$ cat config.mk
export PLATFORM = sky130hd
export DESIGN_NAME = urna_ballot_param
export DESIGN_NICKNAME = d
export VERILOG_FILES = /design/src/rtl/urna_pkg.sv /design/src/rtl/urna_ballot_param_code_match.sv /design/src/rtl/urna_ballot_param.sv
export SDC_FILE = /design/constraint.sdc
export NUM_CORES = 1
export LEC_CHECK = 0
export CAP_MARGIN = 15
export CORE_MARGIN = 2
export CORE_UTILIZATION = 35
export CTS_CLUSTER_SIZE = 12
export DETAILED_ROUTE_END_ITERATION = 12
export SETUP_SLACK_MARGIN = 0.5
export SLEW_MARGIN = 10
export SYNTH_ARGS = -nofsm -noshare
export SYNTH_HDL_FRONTEND = slang
export SYNTH_SLANG_ARGS = --single-unit
$ cat constraint.sdc
create_clock -name Clock -period 3.65 [get_ports Clock]
set_clock_uncertainty 0.05 [all_clocks]
set_input_delay 1.095 -clock Clock [delete_from_list [all_inputs] [get_ports Clock]]
set_output_delay 1.095 -clock Clock [all_outputs]
set_load 0.01 [all_outputs]
$ cat src/rtl/urna_pkg.sv
// urna_pkg: shared state encoding, digit limit and default candidate codes for the ballot.
package urna_pkg;
    typedef enum logic [1:0] {
        IDLE   = 2'd0,
        ENTRY  = 2'd1,
        REVIEW = 2'd2,
        CLOSED = 2'd3
    } state_t;
    localparam logic [3:0] BCD_MAX = 4'd9;
    localparam logic [63:0] CAND_CODES_DEF = {16'h3504, 16'h3472, 16'h3485, 16'h3494};
endpackage

$ cat src/rtl/urna_ballot_param_code_match.sv
// urna_code_match: compares the held code with every candidate code, lowest index wins.
module urna_code_match #(
    parameter int NUM_CAND = 4,
    parameter int CODE_DIGITS = 4,
    parameter int IDX_W = 2,
    parameter logic [NUM_CAND*CODE_DIGITS*4-1:0] CAND_CODES = '0
) (
    input  logic [CODE_DIGITS*4-1:0] code,
    output logic                     hit,
    output logic [IDX_W-1:0]         idx
);
    localparam int CW = CODE_DIGITS * 4;
    always_comb begin
        hit = 1'b0;
        idx = '0;
        // descending scan so the lowest matching index is the one left standing
        for (int i = NUM_CAND - 1; i >= 0; i--) begin
            if (code == CAND_CODES[i*CW +: CW]) begin
                hit = 1'b1;
                idx = IDX_W'(i);
            end
        end
    end
endmodule

$ cat src/rtl/urna_ballot_param.sv
// urna_ballot_param: keypad-driven ballot FSM with saturating tallies for candidates, null and blank votes.
module urna_ballot_param import urna_pkg::*; #(
    parameter int NUM_CAND = 4,
    parameter int CODE_DIGITS = 4,
    parameter int CNT_W = 8,
    parameter logic [NUM_CAND*CODE_DIGITS*4-1:0] CAND_CODES = CAND_CODES_DEF
) (
    input  logic                      Clock,
    input  logic                      Reset_n,
    input  logic [3:0]                Digit,
    input  logic                      Valid,
    input  logic                      Confirm,
    input  logic                      Cancel,
    input  logic                      Finish,
    output logic [NUM_CAND*CNT_W-1:0] Votes,
    output logic [CNT_W-1:0]          Nulo,
    output logic [CNT_W-1:0]          Branco,
    output logic                      Status,
    output logic                      Busy,
    output logic                      Closed,
    output logic                      Overflow
);
    localparam int CW = CODE_DIGITS * 4;
    localparam int NT = NUM_CAND + 2;
    localparam int IDX_W = NUM_CAND > 1 ? $clog2(NUM_CAND) : 1;
    localparam int CNT_DW = $clog2(CODE_DIGITS + 1);

    state_t state_q, state_d;
    logic [CNT_DW-1:0] cnt_q, cnt_d;
    logic [CW-1:0] code_q, code_d;
    logic bad_q, bad_d, status_q, status_d, ovf_q, ovf_d;
    logic [CNT_W-1:0] tally_q [NT];
    logic [CNT_W-1:0] tally_d [NT];
    logic [NT-1:0] inc, sat;
    logic hit, good, fin, can, act, val, vote_blank, vote_rev, clr, full;
    logic [IDX_W-1:0] idx;

    urna_code_match #(
        .NUM_CAND(NUM_CAND),
        .CODE_DIGITS(CODE_DIGITS),
        .IDX_W(IDX_W),
        .CAND_CODES(CAND_CODES)
    ) u_match (
        .code(code_q),
        .hit(hit),
        .idx(idx)
    );

    always_comb begin
        fin = Finish && state_q != CLOSED;
        can = !Finish && Cancel && (state_q == ENTRY || state_q == REVIEW);
        act = !Finish && !Cancel;
        vote_blank = act && Confirm && state_q == IDLE;
        vote_rev = act && Confirm && state_q == REVIEW;
        val = act && !Confirm && Valid && (state_q == IDLE || state_q == ENTRY);
        clr = fin || can || vote_blank || vote_rev;
        full = cnt_q + 1'b1 == CNT_DW'(CODE_DIGITS);
        cnt_d = clr ? '0 : val ? cnt_q + 1'b1 : cnt_q;
        code_d = clr ? '0 : val ? (code_q << 4) | CW'(Digit) : code_q;
        bad_d = clr ? 1'b0 : bad_q | (val && Digit > BCD_MAX);
        state_d = fin ? CLOSED : clr ? IDLE : val ? (full ? REVIEW : ENTRY) : state_q;
        good = hit && !bad_q;
        inc = '0;
        for (int i = 0; i < NUM_CAND; i++) inc[i] = vote_rev && good && idx == IDX_W'(i);
        inc[NUM_CAND] = vote_rev && !good;
        inc[NUM_CAND+1] = vote_blank;
        status_d = vote_blank || vote_rev;
        ovf_d = ovf_q || |(inc & sat);
    end

    // slots NUM_CAND and NUM_CAND+1 hold the null and blank tallies
    for (genvar g = 0; g < NT; g++) begin : g_cnt
        assign sat[g] = &tally_q[g];
        assign tally_d[g] = (inc[g] && !sat[g]) ? tally_q[g] + 1'b1 : tally_q[g];
    end

    for (genvar g = 0; g < NUM_CAND; g++) begin : g_out
        assign Votes[g*CNT_W +: CNT_W] = tally_q[g];
    end

    always_ff @(posedge Clock or negedge Reset_n) begin
        if (!Reset_n) begin
            state_q <= IDLE;
            cnt_q <= '0;
            code_q <= '0;
            bad_q <= 1'b0;
            status_q <= 1'b0;
            ovf_q <= 1'b0;
            for (int i = 0; i < NT; i++) tally_q[i] <= '0;
        end else begin
            state_q <= state_d;
            cnt_q <= cnt_d;
            code_q <= code_d;
            bad_q <= bad_d;
            status_q <= status_d;
            ovf_q <= ovf_d;
            tally_q <= tally_d;
        end
    end

    assign Nulo = tally_q[NUM_CAND];
    assign Branco = tally_q[NUM_CAND+1];
    assign Status = status_q;
    assign Busy = state_q == ENTRY || state_q == REVIEW;
    assign Closed = state_q == CLOSED;
    assign Overflow = ovf_q;
endmodule

==> results of run 1 <==
synthesized netlist by cell type (all sizes together) (2+ instances only):
cell type,count
nor4b,3
a21o,2
and3,2
nor2,34
mux2,9
xor2,18
or3,2
or4b,2
a21oi,5
o21ai,3
clkbuf,3
nand2b,4
or4,2
xnor2,22
nand2,34
nor4,5
and4,3
inv,8
buf,4
nand4,10
nand3b,2
ha,12
nand4bb,3
mux2i,18
nand3,15
dfrtp,72
or3b,2
nor3,13
nor3b,3
registers in the layout (all words and copies together) (netlist names):
| name | flops |
|---|---|
| Branco | 8 |
| code_q | 16 |
| bad_q | 1 |
| Status | 1 |
| Nulo | 8 |
| state_q | 2 |
| cnt_q | 3 |
| Votes | 32 |
| Overflow | 1 |
layout make-up:
| type | count | area (um^2) |
|---|---|---|
| repair buffers | 66 | 656 |
| flip-flops and latches | 72 | 1800 |
| inverters | 8 | 30.0 |
| clock buffers | 13 | 159 |
| well taps | 133 | 166 |
| fillers | 927 | 5280 |
| clock inverters | 3 | 40.0 |
| multi-input cells | 241 | 1730 |
worst max-delay path: cells and delay by family:
kind | cells | cell delay [ps]
compound gates | 1 | 370
buf+inv | 1 | 480
simple gates | 2 | 910
mux | 1 | 370
metrics by stage:
stage / cell area, um^2 / instances / util, %
after floorplan: 3590 / 328 / -
after global routing: 4580 / 536 / 46.4
final: 4580 / 536 / 46.4
after detailed placement: 4380 / 520 / 44.4
after global placement: 4380 / 520 / 44.4
after CTS: 4580 / 536 / 46.4
metal layers:
metal	routed length (um)	share of wire, %
met1	3450	48
met2	3290	46
met5	0	0
met4	118	1.6
met3	304	4.2
where the power goes:
group	total, W	switching [W]	internal, W
Clock	0.000631	0.000280	0.000352
Sequential	0.000915	0.0000662	0.000849
Combinational	0.000371	0.000183	0.000187
worst paths after layout:
kind | from | slack [ps] | cells past startpoint | to
setup / recovery | Finish | 600 | 5 | Votes[1]$_DFFE_PN0P_
hold / removal | Nulo[5]$_DFFE_PN0P_ | 440 | 1 | Nulo[5]$_DFFE_PN0P_
setup reg to reg | state_q[0]$_DFFE_PN0P_ | 1280 | 6 | Votes[1]$_DFFE_PN0P_
hold reg to reg | Nulo[5]$_DFFE_PN0P_ | 440 | 1 | Nulo[5]$_DFFE_PN0P_
max in group asynchronous | Reset_n | 2140 | 2 | Status$_DFF_PN0_
min in group asynchronous | Reset_n | 730 | 1 | Votes[5]$_DFFE_PN0P_
cell families (layout without fill, tap and decap cells):
kind of cell	count (synthesis)	count (layout)	synth area share [%]
xor+xnor	40	40	9.75
compound gates	20	20	3.83
flops	72	72	50.1
buf+inv	15	90	1.78
simple gates	142	142	22.5
fa+ha+maj	12	12	4.18
mux	27	27	7.83
==> results_tabular.tex, run 1 <==
\begin{tabular}{lr}
\hline
Metric & Value \\
\hline
\multicolumn{2}{l}{\textbf{Run status}} \\
\quad Outcome & finished clean \\
\multicolumn{2}{l}{\textbf{Floorplanning}} \\
\quad Starting utilization of the core area & a little over a third \\
\quad Full die area & 11,100 um\^{}2 \\
\quad Total number of placement rows & 36 \\
\quad Area of the core & 9860 um\^{}2 \\
\quad Die height & 105 um \\
\quad Chip Width & 105 um \\
\quad Top-Level Pins & 62 \\
\multicolumn{2}{l}{\textbf{Clock network}} \\
\quad Maximum count of clock buffers along a single path & 2 \\
\quad Cts-stage hold buffer count & 0 \\
\quad Clock insertion delay at the later pin of the skew report & roughly 340 ps \\
\quad TritonCTS clock tree & built \\
\quad Number of gates resized after CTS & 0 \\
\quad Buffer type at the clock tree root & sky130\_fd\_sc\_hd\_\_clkbuf\_8 \\
\quad Clk pin slew, worst setup/hold paths & 70 ps \\
\quad Clock Sink Count & just over 70 \\
\quad Post-CTS setup repair buffer count & 0 \\
\quad H-tree levels & 3 \\
\quad Num CTS Buffers & 9 \\
\multicolumn{2}{l}{\textbf{Global route}} \\
\quad Initial antenna violation count & 0 \\
\quad Total GRT Usage & 13.9\% \\
\quad Number of global-route vias before repair & 2,613 \\
\quad Maximum number of pins on one net before global-route repair & 45 \\
\quad Fraction of met1 tracks used by global routing & 18.1\% \\
\quad Met3 Usage GRT & 4.21\% \\
\quad Global-route wire length before repair & 12,500 um \\
\quad Busiest layer in global routing & met2 \\
\quad Total grt overflow & 0 \\
\quad Met2 GRT Util & 21.8\% \\
\multicolumn{2}{l}{\textbf{Final layout}} \\
\quad Highest-count cells in the layout ignoring fill and taps & sky130\_fd\_sc\_hd\_\_dfrtp\_1, sky130\_fd\_sc\_hd\_\_clkdlybuf4s50\_1, sky130\_fd\_sc\_hd\_\_nand2\_1, sky130\_fd\_sc\_hd\_\_nor2\_1, sky130\_fd\_sc\_hd\_\_xnor2\_1 \\
\quad Diodes inserted & 0 \\
\quad Leading cell type in the layout, fill and taps excluded & sky130\_fd\_sc\_hd\_\_dfrtp\_1 \\
\quad Share of final-layout standard cells stronger than drive strength 1 & 9.43\% \\
\quad Area growth, synth to finish & 27.5\% \\
\quad Final \#Nets & 420 \\
\multicolumn{2}{l}{\textbf{Synthesis}} \\
\quad Netlist area before placement & 3590 um\^{}2 \\
\quad Cells after Synth & around 330 \\
\quad Sequential cell area fraction in the yosys report & 50.1\% \\
\quad Proportion of netlist area held by the largest area contributor & 50.1\% \\
\quad Dominant synthesized flop cell & sky130\_fd\_sc\_hd\_\_dfrtp\_1 \\
\quad Net Count, Synth & 350 \\
\quad Flops \& latches, synth & just over 70 \\
\quad Average footprint of a synthesized cell & 11.0 um\^{}2 \\
\quad Number of enable-type register cells in the synthesized netlist & 0 \\
\quad Synth area leader & sky130\_fd\_sc\_hd\_\_dfrtp\_1 \\
\quad Synth area leaders & sky130\_fd\_sc\_hd\_\_dfrtp\_1, sky130\_fd\_sc\_hd\_\_xnor2\_1, sky130\_fd\_sc\_hd\_\_mux2i\_1, sky130\_fd\_sc\_hd\_\_xor2\_1, sky130\_fd\_sc\_hd\_\_ha\_1 \\
\quad Total of warnings raised by yosys & 0 \\
\quad Unique cell type count in the Yosys netlist & 51 \\
\quad Async SR Flop Fraction & 100\% \\
\multicolumn{2}{l}{\textbf{Timing}} \\
\quad Post-layout min period & a little over 3000 ps \\
\quad Post-route worst setup slack & approximately 600 ps \\
\quad Rel. slew slack & 33.8\% \\
\quad Fraction of the cycle the final worst path needs & 83.5\% \\
\quad Setup violators final & 0 \\
\quad Unrepaired setup endpoints after global routing & no \\
\quad Number of endpoints with negative hold slack in the final report & 0 \\
\quad Highest attainable clock frequency & $\sim$0.33 GHz \\
\quad Setup TNS & 0 ps \\
\quad Post-Route Hold Slack & 444 ps \\
\quad Transition time of the tightest slew-check pin & 987 ps \\
\quad Number of max-slew violations in the final report & 0 \\
\multicolumn{2}{l}{\textbf{Critical path}} \\
\quad Critical-path top delay cell & sky130\_fd\_sc\_hd\_\_clkdlybuf4s50\_1 \\
\quad Worst Setup End Kind & flip-flop \\
\quad Worst-path cell chain & clkdlybuf4s50\_1 > nand4bb\_1 > nor4\_4 > o211a\_1 > mux2\_2 \\
\quad Data arrival time of the critical path & 3230 ps \\
\quad Max incr delay on CP & 480 ps \\
\quad Worst Setup Path Type & primary input to flip-flop \\
\quad Worst setup SP type & primary input \\
\quad Data required, critical path & 3830 ps \\
\quad Worst-path fanout max & 8 \\
\multicolumn{2}{l}{\textbf{Place}} \\
\quad Port Buffer Count & 61 \\
\quad Detailed Place HPWL & between 5000 and 6000 um \\
\quad Worst setup timing slack at the placement stage & 287 ps \\
\quad Final weighted congestion of routability-driven global placement & 0.767 \\
\multicolumn{2}{l}{\textbf{Routing}} \\
\quad Final wirelength & a little over 7000 um \\
\quad DRC violations left & 0 \\
\quad Drt first pass iters & 4 \\
\quad Number of vias in the routed layout & 2,611 \\
\quad Detailed-route wire length per cell & 13.4 um \\
\quad Antenna viol nets, final & 0 \\
\quad Number of DRC markers in iteration 0 & 59 \\
\quad Via-per-instance ratio & 4.87 \\
\multicolumn{2}{l}{\textbf{Job}} \\
\quad Count of max-cap constraint violations & 0 \\
\multicolumn{2}{l}{\textbf{Pwr}} \\
\quad Total leakage power & 2.02 nW \\
\quad Total power draw & 0.00192 W \\
\quad Worst supply voltage drop on vdd & 0.163 mV \\
\quad Areal power density over the cells & 418 nW/um\^{}2 \\
\multicolumn{2}{l}{\textbf{Min path}} \\
\quad Classification of the worst-slack hold path & flip-flop to flip-flop \\
\hline
\end{tabular}
Note: power is estimated with default switching activity, not from simulation.
==> run 2, diff against run 1 <==
Clock period 3.65 ns to 3.1 ns, I/O delays scaled along.
==> run 2 against run 1 <==
  * Total power is 35% higher
  * Global-route usage down 0.11 points
  * Die area unchanged
  * Combinational power grew 27%
  * Utilization is 2.0 points higher
  * First-iteration DRC count grew 24%
  * Non-clock buffer count is 9 higher
  * Sequential share of layout area is 1.6 points lower
  * Register-to-register slack got worse by 560 ps
  * Wire length up 2.5%
  * Sequential cell count unchanged
  * Worst hold slack better by 3.7 ps
  * Largest cell class unchanged
==> results_tabular.tex, run 2 (synthesis results as in run 1) <==
\begin{tabular}{lr}
\hline
Metric & Value \\
\hline
\multicolumn{2}{l}{\textbf{Floorplanning}} \\
\quad Chip Width & 105 um (unchanged) \\
\quad Top-Level Pins & 62 (unchanged) \\
\quad Area of the core & 9860 um\^{}2 (unchanged) \\
\quad Die height & 105 um (unchanged) \\
\quad Starting utilization of the core area & 36.4\% (unchanged) \\
\quad Full die area & 11,100 um\^{}2 (unchanged) \\
\quad Total number of placement rows & 36 (unchanged) \\
\multicolumn{2}{l}{\textbf{Final layout}} \\
\quad Leading cell type in the layout, fill and taps excluded & sky130\_fd\_sc\_hd\_\_dfrtp\_1 (unchanged) \\
\quad Highest-count cells in the layout ignoring fill and taps & sky130\_fd\_sc\_hd\_\_dfrtp\_1, sky130\_fd\_sc\_hd\_\_clkdlybuf4s50\_1, sky130\_fd\_sc\_hd\_\_nand2\_1, sky130\_fd\_sc\_hd\_\_nor2\_1, sky130\_fd\_sc\_hd\_\_xnor2\_1 (unchanged) \\
\quad Area of all placed cells without fillers & 4780 um\^{}2 (was 4580 um\^{}2) \\
\quad Share of final-layout standard cells stronger than drive strength 1 & 12.4\% (was 9.43\%) \\
\quad Largest register FFs & 32 (unchanged) \\
\quad Diodes inserted & 0 (unchanged) \\
\quad Final \#Nets & 429 (was 420) \\
\quad Filler instances & 934 (was 927) \\
\quad Combined flip-flop and latch cell area & 1800 um\^{}2 (unchanged) \\
\quad Area growth, synth to finish & 32.9\% (was 27.5\%) \\
\quad Multi-input combinational cell area & 1760 um\^{}2 (was 1730 um\^{}2) \\
\multicolumn{2}{l}{\textbf{Critical path}} \\
\quad Buffers and inverters on the worst path & 2 (was 1) \\
\quad Worst-path fanout max & 6 (was 8) \\
\quad Worst Setup Path Type & primary input to flip-flop (unchanged) \\
\quad Critical-path top delay cell & sky130\_fd\_sc\_hd\_\_or4\_1 (was sky130\_fd\_sc\_hd\_\_clkdlybuf4s50\_1) \\
\quad Data required, critical path & 3280 ps (was 3830 ps) \\
\quad RR Startpoint & code\_q[9]\$\_DFFE\_PN0P\_ (was state\_q[0]\$\_DFFE\_PN0P\_) \\
\quad Max incr delay on CP & 530 ps (was 480 ps) \\
\quad Source of the critical timing path & Confirm (was Finish) \\
\quad Worst-path cell chain & clkdlybuf4s50\_1 > nand4bb\_1 > buf\_6 > a21o\_1 > or4\_1 > mux2\_2 (was clkdlybuf4s50\_1 > nand4bb\_1 > nor4\_4 > o211a\_1 > mux2\_2) \\
\quad Data arrival time of the critical path & 2730 ps (was 3230 ps) \\
\quad Worst Setup End Kind & flip-flop (unchanged) \\
\quad Delay-heaviest family, CP & buffers and inverters (was simple AND/OR/NAND/NOR gates) \\
\quad Worst setup SP type & primary input (unchanged) \\
\multicolumn{2}{l}{\textbf{Place}} \\
\quad Final weighted congestion of routability-driven global placement & 0.792 (was 0.767) \\
\quad Detailed Place HPWL & 5120 um (was 5200 um) \\
\quad Instance area after placement & 4440 um\^{}2 (was 4380 um\^{}2) \\
\quad Port Buffer Count & 61 (unchanged) \\
\multicolumn{2}{l}{\textbf{Pwr}} \\
\quad Worst supply voltage drop on vdd & 0.275 mV (was 0.163 mV) \\
\quad Total leakage power & 2.16 nW (was 2.02 nW) \\
\quad Areal power density over the cells & 542 nW/um\^{}2 (was 418 nW/um\^{}2) \\
\multicolumn{2}{l}{\textbf{Routing}} \\
\quad Number of DRC markers in iteration 0 & 73 (was 59) \\
\quad Antenna viol nets, final & 0 (unchanged) \\
\quad Routed wire length on met3 & 357 um (was 304 um) \\
\quad Via-per-instance ratio & 4.86 (was 4.87) \\
\quad Number of vias in the routed layout & 2,649 (was 2,611) \\
\quad Final wirelength & 7340 um (was 7160 um) \\
\quad Detailed-routing wirelength on met1 & 3550 um (was 3450 um) \\
\quad DRC violations left & 0 (unchanged) \\
\quad Routed wire length on met2 & 3370 um (was 3290 um) \\
\quad Top layer in use & met4 (unchanged) \\
\quad Drt first pass iters & 4 (unchanged) \\
\quad Detailed-route wire length per cell & 13.5 um (was 13.4 um) \\
\multicolumn{2}{l}{\textbf{Timing}} \\
\quad Number of max-slew violations in the final report & 0 (unchanged) \\
\quad Transition time of the tightest slew-check pin & 708 ps (was 987 ps) \\
\quad Setup violators final & 0 (unchanged) \\
\quad Highest attainable clock frequency & 0.392 GHz \\
\quad Unrepaired setup endpoints after global routing & yes (was no) \\
\quad Post-layout min period & $\sim$2500 ps \\
\quad Number of endpoints with negative hold slack in the final report & 0 (unchanged) \\
\quad Rel. slew slack & 52.7\% (was 33.8\%) \\
\quad Setup TNS & 0 ps (unchanged) \\
\quad Fraction of the cycle the final worst path needs & 82.3\% \\
\multicolumn{2}{l}{\textbf{Min path}} \\
\quad Classification of the worst-slack hold path & flip-flop to flip-flop (unchanged) \\
\quad Hold wc startpoint & Votes[5]\$\_DFFE\_PN0P\_ (was Nulo[5]\$\_DFFE\_PN0P\_) \\
\multicolumn{2}{l}{\textbf{Global route}} \\
\quad Total grt overflow & 0 (unchanged) \\
\quad Maximum number of pins on one net before global-route repair & 73 (was 45) \\
\quad Total GRT Usage & 13.8\% (was 13.9\%) \\
\quad Initial antenna violation count & 0 (unchanged) \\
\quad Global-route wire length before repair & 12,400 um (was 12,500 um) \\
\quad Number of global-route vias before repair & 2,554 (was 2,613) \\
\multicolumn{2}{l}{\textbf{Clock network}} \\
\quad Clock Sink Count & 72 (unchanged) \\
\quad Num CTS Buffers & 9 (unchanged) \\
\quad Maximum count of clock buffers along a single path & 2 (unchanged) \\
\quad H-tree levels & 3 (unchanged) \\
\quad Clk pin slew, worst setup/hold paths & 70 ps (about the same) \\
\quad Buffer type at the clock tree root & sky130\_fd\_sc\_hd\_\_clkbuf\_8 (unchanged) \\
\quad Cts-stage hold buffer count & 0 (unchanged) \\
\quad TritonCTS clock tree & built (unchanged) \\
\quad Clock insertion delay at the later pin of the skew report & 340 ps (about the same) \\
\multicolumn{2}{l}{\textbf{Job}} \\
\quad Count of max-cap constraint violations & 0 (unchanged) \\
\multicolumn{2}{l}{\textbf{Run status}} \\
\quad Outcome & finished clean (unchanged) \\
\hline
\end{tabular}
[run 2: cell count changes in the layout (fill, tap and decap cells not counted), sizes merged]
cell	delta
clkbuf	-3
bufinv	+4
clkinv	-1
dlygate4sd2	+1
dlymetal6s2s	+1
clkdlybuf4s50	-2
buf	+9
[run 2: final timing paths]
check                      slack (ps)  cells after the start                    end
setup / recovery                  550                      6    Nulo[7]$_DFFE_PN0P_
max in group asynchronous        2140                      2  Votes[11]$_DFFE_PN0P_
hold reg to reg                   450                      1   Votes[5]$_DFFE_PN0P_
hold / removal                    450                      1   Votes[5]$_DFFE_PN0P_
min in group asynchronous         560                      2  Votes[17]$_DFFE_PN0P_
setup reg to reg                  720                      5  Votes[15]$_DFFE_PN0P_
[run 2: what timing repair did]
| action | 4_1_cts | 5_1_grt |
|---|---|---|
| pin swaps | 1 | 3 |
| resized for setup | 4 | 4 |
| setup buffers | 2 | 1 |
| setup endpoints to repair | 4 | 16 |
[run 2: cell type report]
type	count	share of cell area, %
Sequential cell	72	37.7
Multi-Input combinational cell	241	36.7
Clock inverter	6	3.25
Timing Repair Buffer	75	15.5
Tap cell	133	3.48
Clock buffer	10	2.67
Inverter	8	0.629
[run 2: stage by stage]
stage,hold WS [ps],setup WS [ps],util [%],power (W),instances
6_report,448,550,48.4,0.00259,545
3_3_place_gp,430,134,45.0,0.00155,526
2_1_floorplan,432,605,-,0.00132,328
5_1_grt,457,501,48.4,0.00271,545
3_5_place_dp,431,98.5,45.0,0.00155,526
4_1_cts,448,483,48.1,0.00262,544
[run 2: worst register-to-register path: cells and delay by family, from the launching register on]
kind,cells,cell delay [ps]
flip-flops,1,410
AND/OR/NAND/NOR,4,1450
multiplexers,1,340
[run 2: metal layers]
layer	vias to the layer above	track usage [%]
li1	1314	-
met1	1276	18.5
met2	53	21.2
met3	6	4.64
met4	0	3.90
met5	-	0
[run 2: report_power, final]
group | internal [W] | total (W) | switching (W)
clock network | 0.000697 | 0.00105 | 0.000352
registers | 0.000999 | 0.00107 | 0.0000713
logic | 0.000241 | 0.000470 | 0.000229
total | 0.00194 | 0.00259 | 0.000652
